<file path="src/rtl/branch_resolve_predict.sv">
// rtl/branch_resolve_predict.sv - RV32IC branch resolution with a 2-bit saturating-counter predictor
module branch_resolve_predict #(
    parameter int         XLEN        = 32,
    parameter int         BHT_ENTRIES = 64,
    parameter logic [1:0] INIT_STATE  = 2'b01,
    parameter int         CNT_W       = 32
) (
    input  logic             clk,
    input  logic             rst,
    input  logic [XLEN-1:0]  pred_pc,
    output logic             pred_taken,
    input  logic             res_valid,
    input  logic             res_is_branch,
    input  logic [2:0]       res_funct3,
    input  logic             res_compressed,
    input  logic [XLEN-1:0]  res_pc,
    input  logic [XLEN-1:0]  res_rs1,
    input  logic [XLEN-1:0]  res_rs2,
    input  logic [XLEN-1:0]  res_target,
    input  logic             res_pred_taken,
    output logic             br_taken,
    output logic             redirect_valid,
    output logic [XLEN-1:0]  redirect_pc,
    output logic             illegal_funct3,
    output logic [CNT_W-1:0] branch_cnt,
    output logic [CNT_W-1:0] mispredict_cnt
);
    localparam int IW = $clog2(BHT_ENTRIES);

    logic [1:0]    bht [BHT_ENTRIES];
    logic [IW-1:0] pred_idx;
    logic [IW-1:0] res_idx;
    logic [XLEN:0] diff;
    logic          flag_c, flag_z, flag_s, flag_v;
    logic          outcome;
    logic          f3_illegal;
    logic          legal_ev;
    logic          illegal_ev;
    logic          mispredict;
    logic          unused_bits;

    assign pred_idx = pred_pc[IW:1];
    assign res_idx  = res_pc[IW:1];

    // Table is read before any same-cycle update lands, so there is no bypass.
    assign pred_taken = bht[pred_idx][1];

    assign diff   = {1'b0, res_rs1} + {1'b0, ~res_rs2} + {{XLEN{1'b0}}, 1'b1};
    assign flag_c = diff[XLEN];
    assign flag_z = (res_rs1 == res_rs2);
    assign flag_s = diff[XLEN-1];
    assign flag_v = (res_rs1[XLEN-1] != res_rs2[XLEN-1]) && (diff[XLEN-1] != res_rs1[XLEN-1]);

    assign unused_bits = ^{pred_pc[XLEN-1:IW+1], pred_pc[0], res_pc[0], diff[XLEN-2:0]};

    always_comb begin
        outcome = 1'b0;
        case (res_funct3)
            3'b000:  outcome = flag_z;
            3'b001:  outcome = !flag_z;
            3'b100:  outcome = (flag_s != flag_v);
            3'b101:  outcome = (flag_s == flag_v);
            3'b110:  outcome = !flag_c;
            3'b111:  outcome = flag_c;
            default: outcome = 1'b0;
        endcase
    end

    assign f3_illegal = (res_funct3[2:1] == 2'b01);
    assign legal_ev   = res_valid && res_is_branch && !f3_illegal;
    assign illegal_ev = res_valid && res_is_branch && f3_illegal;
    assign mispredict = (outcome != res_pred_taken);

    always_ff @(posedge clk) begin
        if (rst) begin
            for (int i = 0; i < BHT_ENTRIES; i++) begin
                bht[i] <= INIT_STATE;
            end
            br_taken       <= 1'b0;
            redirect_valid <= 1'b0;
            redirect_pc    <= '0;
            illegal_funct3 <= 1'b0;
            branch_cnt     <= '0;
            mispredict_cnt <= '0;
        end else begin
            br_taken       <= 1'b0;
            redirect_valid <= 1'b0;
            illegal_funct3 <= illegal_ev;
            if (legal_ev) begin
                br_taken       <= outcome;
                redirect_valid <= mispredict;
                redirect_pc    <= outcome ? res_target
                                          : res_pc + (res_compressed ? XLEN'(2) : XLEN'(4));
                if (!(&branch_cnt)) begin
                    branch_cnt <= branch_cnt + 1'b1;
                end
                if (mispredict && !(&mispredict_cnt)) begin
                    mispredict_cnt <= mispredict_cnt + 1'b1;
                end
                if (outcome) begin
                    if (bht[res_idx] != 2'b11) bht[res_idx] <= bht[res_idx] + 2'b01;
                end else begin
                    if (bht[res_idx] != 2'b00) bht[res_idx] <= bht[res_idx] - 2'b01;
                end
            end
        end
    end
endmodule

</file>
<file path="config.mk">
export PLATFORM = sky130hd
export DESIGN_NAME = branch_resolve_predict
export DESIGN_NICKNAME = d
export VERILOG_FILES = /design/src/rtl/branch_resolve_predict.sv
export SDC_FILE = /design/constraint.sdc
export NUM_CORES = 1
export LEC_CHECK = 0
export BUFFER_PORTS_ARGS = -buffer_cell sky130_fd_sc_hd__buf_4
export CORE_MARGIN = 4
export CORE_UTILIZATION = 51
export CTS_BUF_LIST = sky130_fd_sc_hd__clkbuf_16
export CTS_CLUSTER_DIAMETER = 40
export CTS_CLUSTER_SIZE = 40
export DETAILED_ROUTE_END_ITERATION = 7
export HOLD_SLACK_MARGIN = 0.02
export PLACE_DENSITY = 0.78
export SLEW_MARGIN = 20
export SYNTH_ARGS = -nofsm -noshare
export SYNTH_HDL_FRONTEND = slang
export SYNTH_SLANG_ARGS = --single-unit
export TNS_END_PERCENT = 30
</file>
<file path="constraint.sdc">
create_clock -name clk -period 3.6 [get_ports clk]
set_input_delay 0.18 -clock clk [delete_from_list [all_inputs] [get_ports clk]]
set_output_delay 0.18 -clock clk [all_outputs]
set_load 0.01 [all_outputs]
</file>
== Word-level counts from Yosys, hierarchy flattened ==
Memories as Yosys holds them, arrays and structs flattened.
Index checks and enable logic that the tools add are counted.

* Equality and inequality tests: 13
* Reductions and logical operators: 17
* Div/mod/pow operators: 0
* Multiplexer cells: 19
* Multiply operators: 0
* Order comparisons: 0
* Shift-type cells: 0
* Bitwise logic cells: 4
* $add $sub $neg: 7

{| class="wikitable"
|+ Operators by type and width
! kind !! number
|-
| $add A32 B1 Y32 const B || 2
|-
| $reduce_and A32 Y1 || 2
|-
| $add A32 B32 Y33 || 1
|-
| $add A33 B1 Y33 const B || 1
|-
| $add A32 B3 Y32 || 1
|-
| $eq A32 B32 Y1 || 1
|-
| $mux W32 || 1
|-
| $not A32 Y32 || 1
|-
| $mux W1 || 13
|-
| $eq A3 B3 Y1 const B || 4
|-
| $mux W6 || 1
|-
| $pmux W1 S6 || 1
|-
| $logic_and A1 B1 Y1 || 5
|-
| $logic_not A1 Y1 || 4
|-
| $mux W2 || 2
|-
| $ne A1 B1 Y1 || 4
|-
| $reduce_and A2 Y1 || 2
|-
| $reduce_or A2 Y1 || 2
|-
| $eq A3 B1 Y1 const B || 1
|-
| $logic_not A3 Y1 || 1
|-
| $mux W3 || 1
|-
| $add A2 B1 Y2 const B || 1
|-
| $eq A2 B1 Y1 const B || 1
|-
| $ne A2 B2 Y1 const B || 1
|-
| other kinds (5) || 6
|}

* Bits in writable memories: 128
* Word-level logic and storage cells: 67
* Latch bits: 0
* Memories kept: 1
* Bits in read-only memories: 0
* Input bits: 169
* Flip-flop bits (word level): 99

{| class="wikitable"
|+ Memories
! name !! depth !! width !! rd ports !! clocked after memory_dff !! wr ports !! line !! text
|-
| bht || 64 || 2 || 2 || 0 || 64 || 30 || <nowiki>logic [1:0] bht [BHT_ENTRIES];</nowiki>
|}

== Longest topological paths before layout ==
* Depth in word-level cells: 14
* Mapped depth: 20

== Worst setup path before layout ==
OpenSTA, ideal clock, no wires.

* Path kind: in2reg
* From: input res_rs2[1]
* To: memory bht[9][0] (enable)
* Stages on the path: 19
* Arrival: 3.418 ns
* Setup slack: -0.078 ns
* Library setup time: 0.261 ns
* Cell sequence: inv_1 > ha_1 > nor2b_1 > o211ai_1 > a21o_1 > a21boi_0 > o21ai_0 > a21oi_1 > o311ai_0 > nand2_1 > a31oi_1 > fa_1 > a22oi_1 > xnor2_1 > a221oi_2 > buf_2 > mux2_4 > nand2_1 > o21bai_1

{| class="wikitable"
|+ RTL lines
! element !! line !! text
|-
| start, declared || 18 || <nowiki>input logic [XLEN-1:0] res_rs2,</nowiki>
|-
| end, declared || 30 ||
|}

==> impl_results.md <==
- Final period util: 0.9881
- Crit Path Max Fanout: 8
- Vias: 12740
- Worst path slowest cell: fa_2
- Critical Path End Type: flop
- DP Wirelength: ~30000 µm
- Drt drc: 0
- Main synth FF type: edfxtp_1
- Vias in the first global route: 12610
- Critical Path RT: between 3 and 4 ns
- Die area: between 20000 and 30000 µm²
- GPL Wtd Cong: 0.9248
- H-tree levels: 2
- Cell Pwr Density: between 400 and 500 nW/µm²
- Largest delay share family, worst path: compound AO/OA/AOI/OAI gates
- Netlist cell types: 74
- Antenna Nets Post-Route: 0
- DR pass1 iterations: 7
- Worst-margin pin slew: about 1.2 ns
- Leakage: 6.742 nW
- Peak supply drop: between 0.0003 and 0.0004 V
- Longest Clk Path Bufs: 3
- Vias per cell: roughly 6.3
- Initial cell density of the core: 0.5224
- Clock sinks: around 230
- Clock buffers created by TritonCTS: 35
- Setup crit start kind: input pin
- Largest net degree at the start of global routing: 109
- Global route overflow: 0
- Unrepaired setup endpoints after global routing: yes
- Most frequent cells in the layout: buf_4, nand2_1, edfxtp_1
- First-pass GRT wire length: 67970 µm
- Most common cell after layout, fill and taps aside: buf_4
- Hold Fails Final Rpt: 0
- CTS tree: built
- Initial antenna violation count: 0
- Worst hold slack: approximately 0.040 ns
- Final WL: approximately 45000 µm
- # fillers: 1825
- Per-cell routed wire length: roughly 22 µm
- Post-synthesis cell count: between 1000 and 1500
- Critical Path AT: 3.79 ns
- Synth Cell Area: 13270 µm²
- Num rows: slightly below 60
- Final Max Tran Viols: 0
- Syn_nets: 1564
- Flops & latches, synth: between 200 and 250
- N_diodes: 0
- # IOs: between 200 and 300
- WP buf/inv: 3
- Core area: ~25000 µm²
- Worst skew pair latency: roughly 0.52 ns
- Initial DRC Count: between 1000 and 1500
- Area growth syn-to-layout: 35.29%
- Die height: around 170 µm
- Critical Path, Cell by Cell: buf_4, ha_1, nand4_1, a21o_1, a21boi_1, o21ai_1, a21oi_1, o311ai_1, nand2_1, a31oi_4, fa_2, a22oi_2, xnor2_2, a221oi_4, buf_6, mux2_4, buf_12, nand2_4, o21bai_4
- Placed cell area: ~16000 µm²
- Port bufs: approximately 240
- Final setup viols: 0
- Synthesized area per cell: between 9 and 10 µm²
- Fmax: 281.1 MHz
- Root buffer cell: clkbuf_16
- Share of cells above drive strength 1: 0.3131
- GRT Util Overall: 0.2937
- Synthesis Warnings: 0
- Die Width: between 150 and 200 µm
- Async set-reset flop share out of synthesis: 0
- Status: completed
- Register area share after synthesis: 0.4391
- Worst clock skew: 0.02019 ns
- Setup Crit Path Kind: in2reg
- Min Tclk post-route: about 3.6 ns
- Final nets: around 1900
- EDFF count, synth: around 130
- Min-Delay Path Class: in2reg
- Reg clk slew, reported paths: roughly 0.050 ns
- Max-cap viol count: 0
- Fin area: between 15000 and 20000 µm²
- Worst relative slew slack: 0.2246
- Critical path's largest stage delay: roughly 0.40 ns
==> through the flow <==
step	utilization	TNS [ns]	total power [mW]	worst slack (ns)	std cells
after floorplan	-	-0.3965	3.449	-0.008424	1357
after global placement	0.6198	-104.67	3.870	-0.4923	1909
after detailed placement	0.6198	-109.20	3.890	-0.5092	1909
after CTS	0.6793	-0.05180	7.371	-0.01370	2001
after global routing	0.7067	-9.836	7.748	-0.1251	2013
final	0.7067	0	7.526	0.04301	2013
==> area by class of cell <==
class	count	area, µm²	share of cell area
multi-input combinational	986	7412	0.4129
sequential	227	5826	0.3246
timing repair buffer	363	2928	0.1631
clock buffer	37	925.9	0.05158
tap	330	412.9	0.02300
clock inverter	24	270.3	0.01506
inverter	46	175.2	0.009759
==> worst reg2reg max path: stages, from the launching register on <==
cell	delay [ns]
edfxtp_1	0.40
mux2_1	0.33
a221o_1	0.35
a222oi_1	0.33
o221ai_1	0.22
nor4_4	0.39
o21ba_1	0.19
mux2_4	0.26
buf_12	0.13
nand2_4	0.14
o21bai_4	0.26
==> final timing paths <==
path                                 from  slack [ns]                           end  depth (start not counted)
max                            res_rs1[6]        0.04       bht[7][0]$_SDFFCE_PN1P_                         19
min                         res_target[1]        0.04   redirect_pc[1]$_SDFFE_PP0P_                          3
max reg2reg      bht[55][1]$_SDFFCE_PN0P_        0.29       bht[7][0]$_SDFFCE_PN1P_                         10
min reg2reg  redirect_pc[26]$_SDFFE_PP0P_        0.48  redirect_pc[26]$_SDFFE_PP0P_                          2
==> power breakdown <==
part	leakage [nW]	switching, mW	internal (mW)
clock network	0.595	1.34	2.14
registers	1.91	0.0355	2.79
logic	4.24	0.659	0.567
==> metal layers <==
| metal | global-route usage | wire [µm] | up-vias |
|---|---|---|---|
| met5 | 0 | 0 | - |
| met4 | 0.09275 | 1563 | 0 |
| met3 | 0.07920 | 5250 | 157 |
| met2 | 0.4971 | 21910 | 826 |
| met1 | 0.3690 | 15860 | 6080 |
| li1 | - | - | 5676 |
==> state kept, by name, indices dropped and copies added, names as in the netlist <==
register,cells
mispredict_cnt,32
bht,128
redirect_pc,32
br_taken,1
redirect_valid,1
illegal_funct3,1
branch_cnt,32
==> cell usage after synthesis (36+ instances only) <==
cell | n | area, µm²
nand2_1 | 153 | 574.3
edfxtp_1 | 128 | 3844
dfxtp_1 | 99 | 1982
o21ai_0 | 80 | 400.4
nor2_1 | 77 | 289.0
nor4_1 | 73 | 456.7
clkbuf_1 | 65 | 244.0
o21bai_1 | 65 | 488.0
a21oi_1 | 52 | 260.3
nand3_1 | 49 | 245.2
inv_1 | 45 | 168.9
nand4_1 | 37 | 231.5
ha_1 | 36 | 450.4
mux4_2 | 36 | 810.8
==> logic make-up after synthesis <==
kind of cell	count (synthesis)	share of synthesized area
buffers and inverters	144	0.04432
and+or+nand+nor	539	0.2139
DFF	227	0.4391
muxes	81	0.09638
AOI/OAI and AO/OA	271	0.1307
xor gates and xnor gates	57	0.03866
adders and majority gates	38	0.03697
==> timing repair <==
item / in CTS / in global routing
gates resized for setup: 2 / 113
setup endpoints to repair: 13 / 282
hold buffers: 31 / 0
hold endpoints to repair: 30 / 0
pin swaps: 0 / 16
cloned: 0 / 3
setup buffers: 0 / 9
Note: power is estimated with default switching activity, not from simulation.
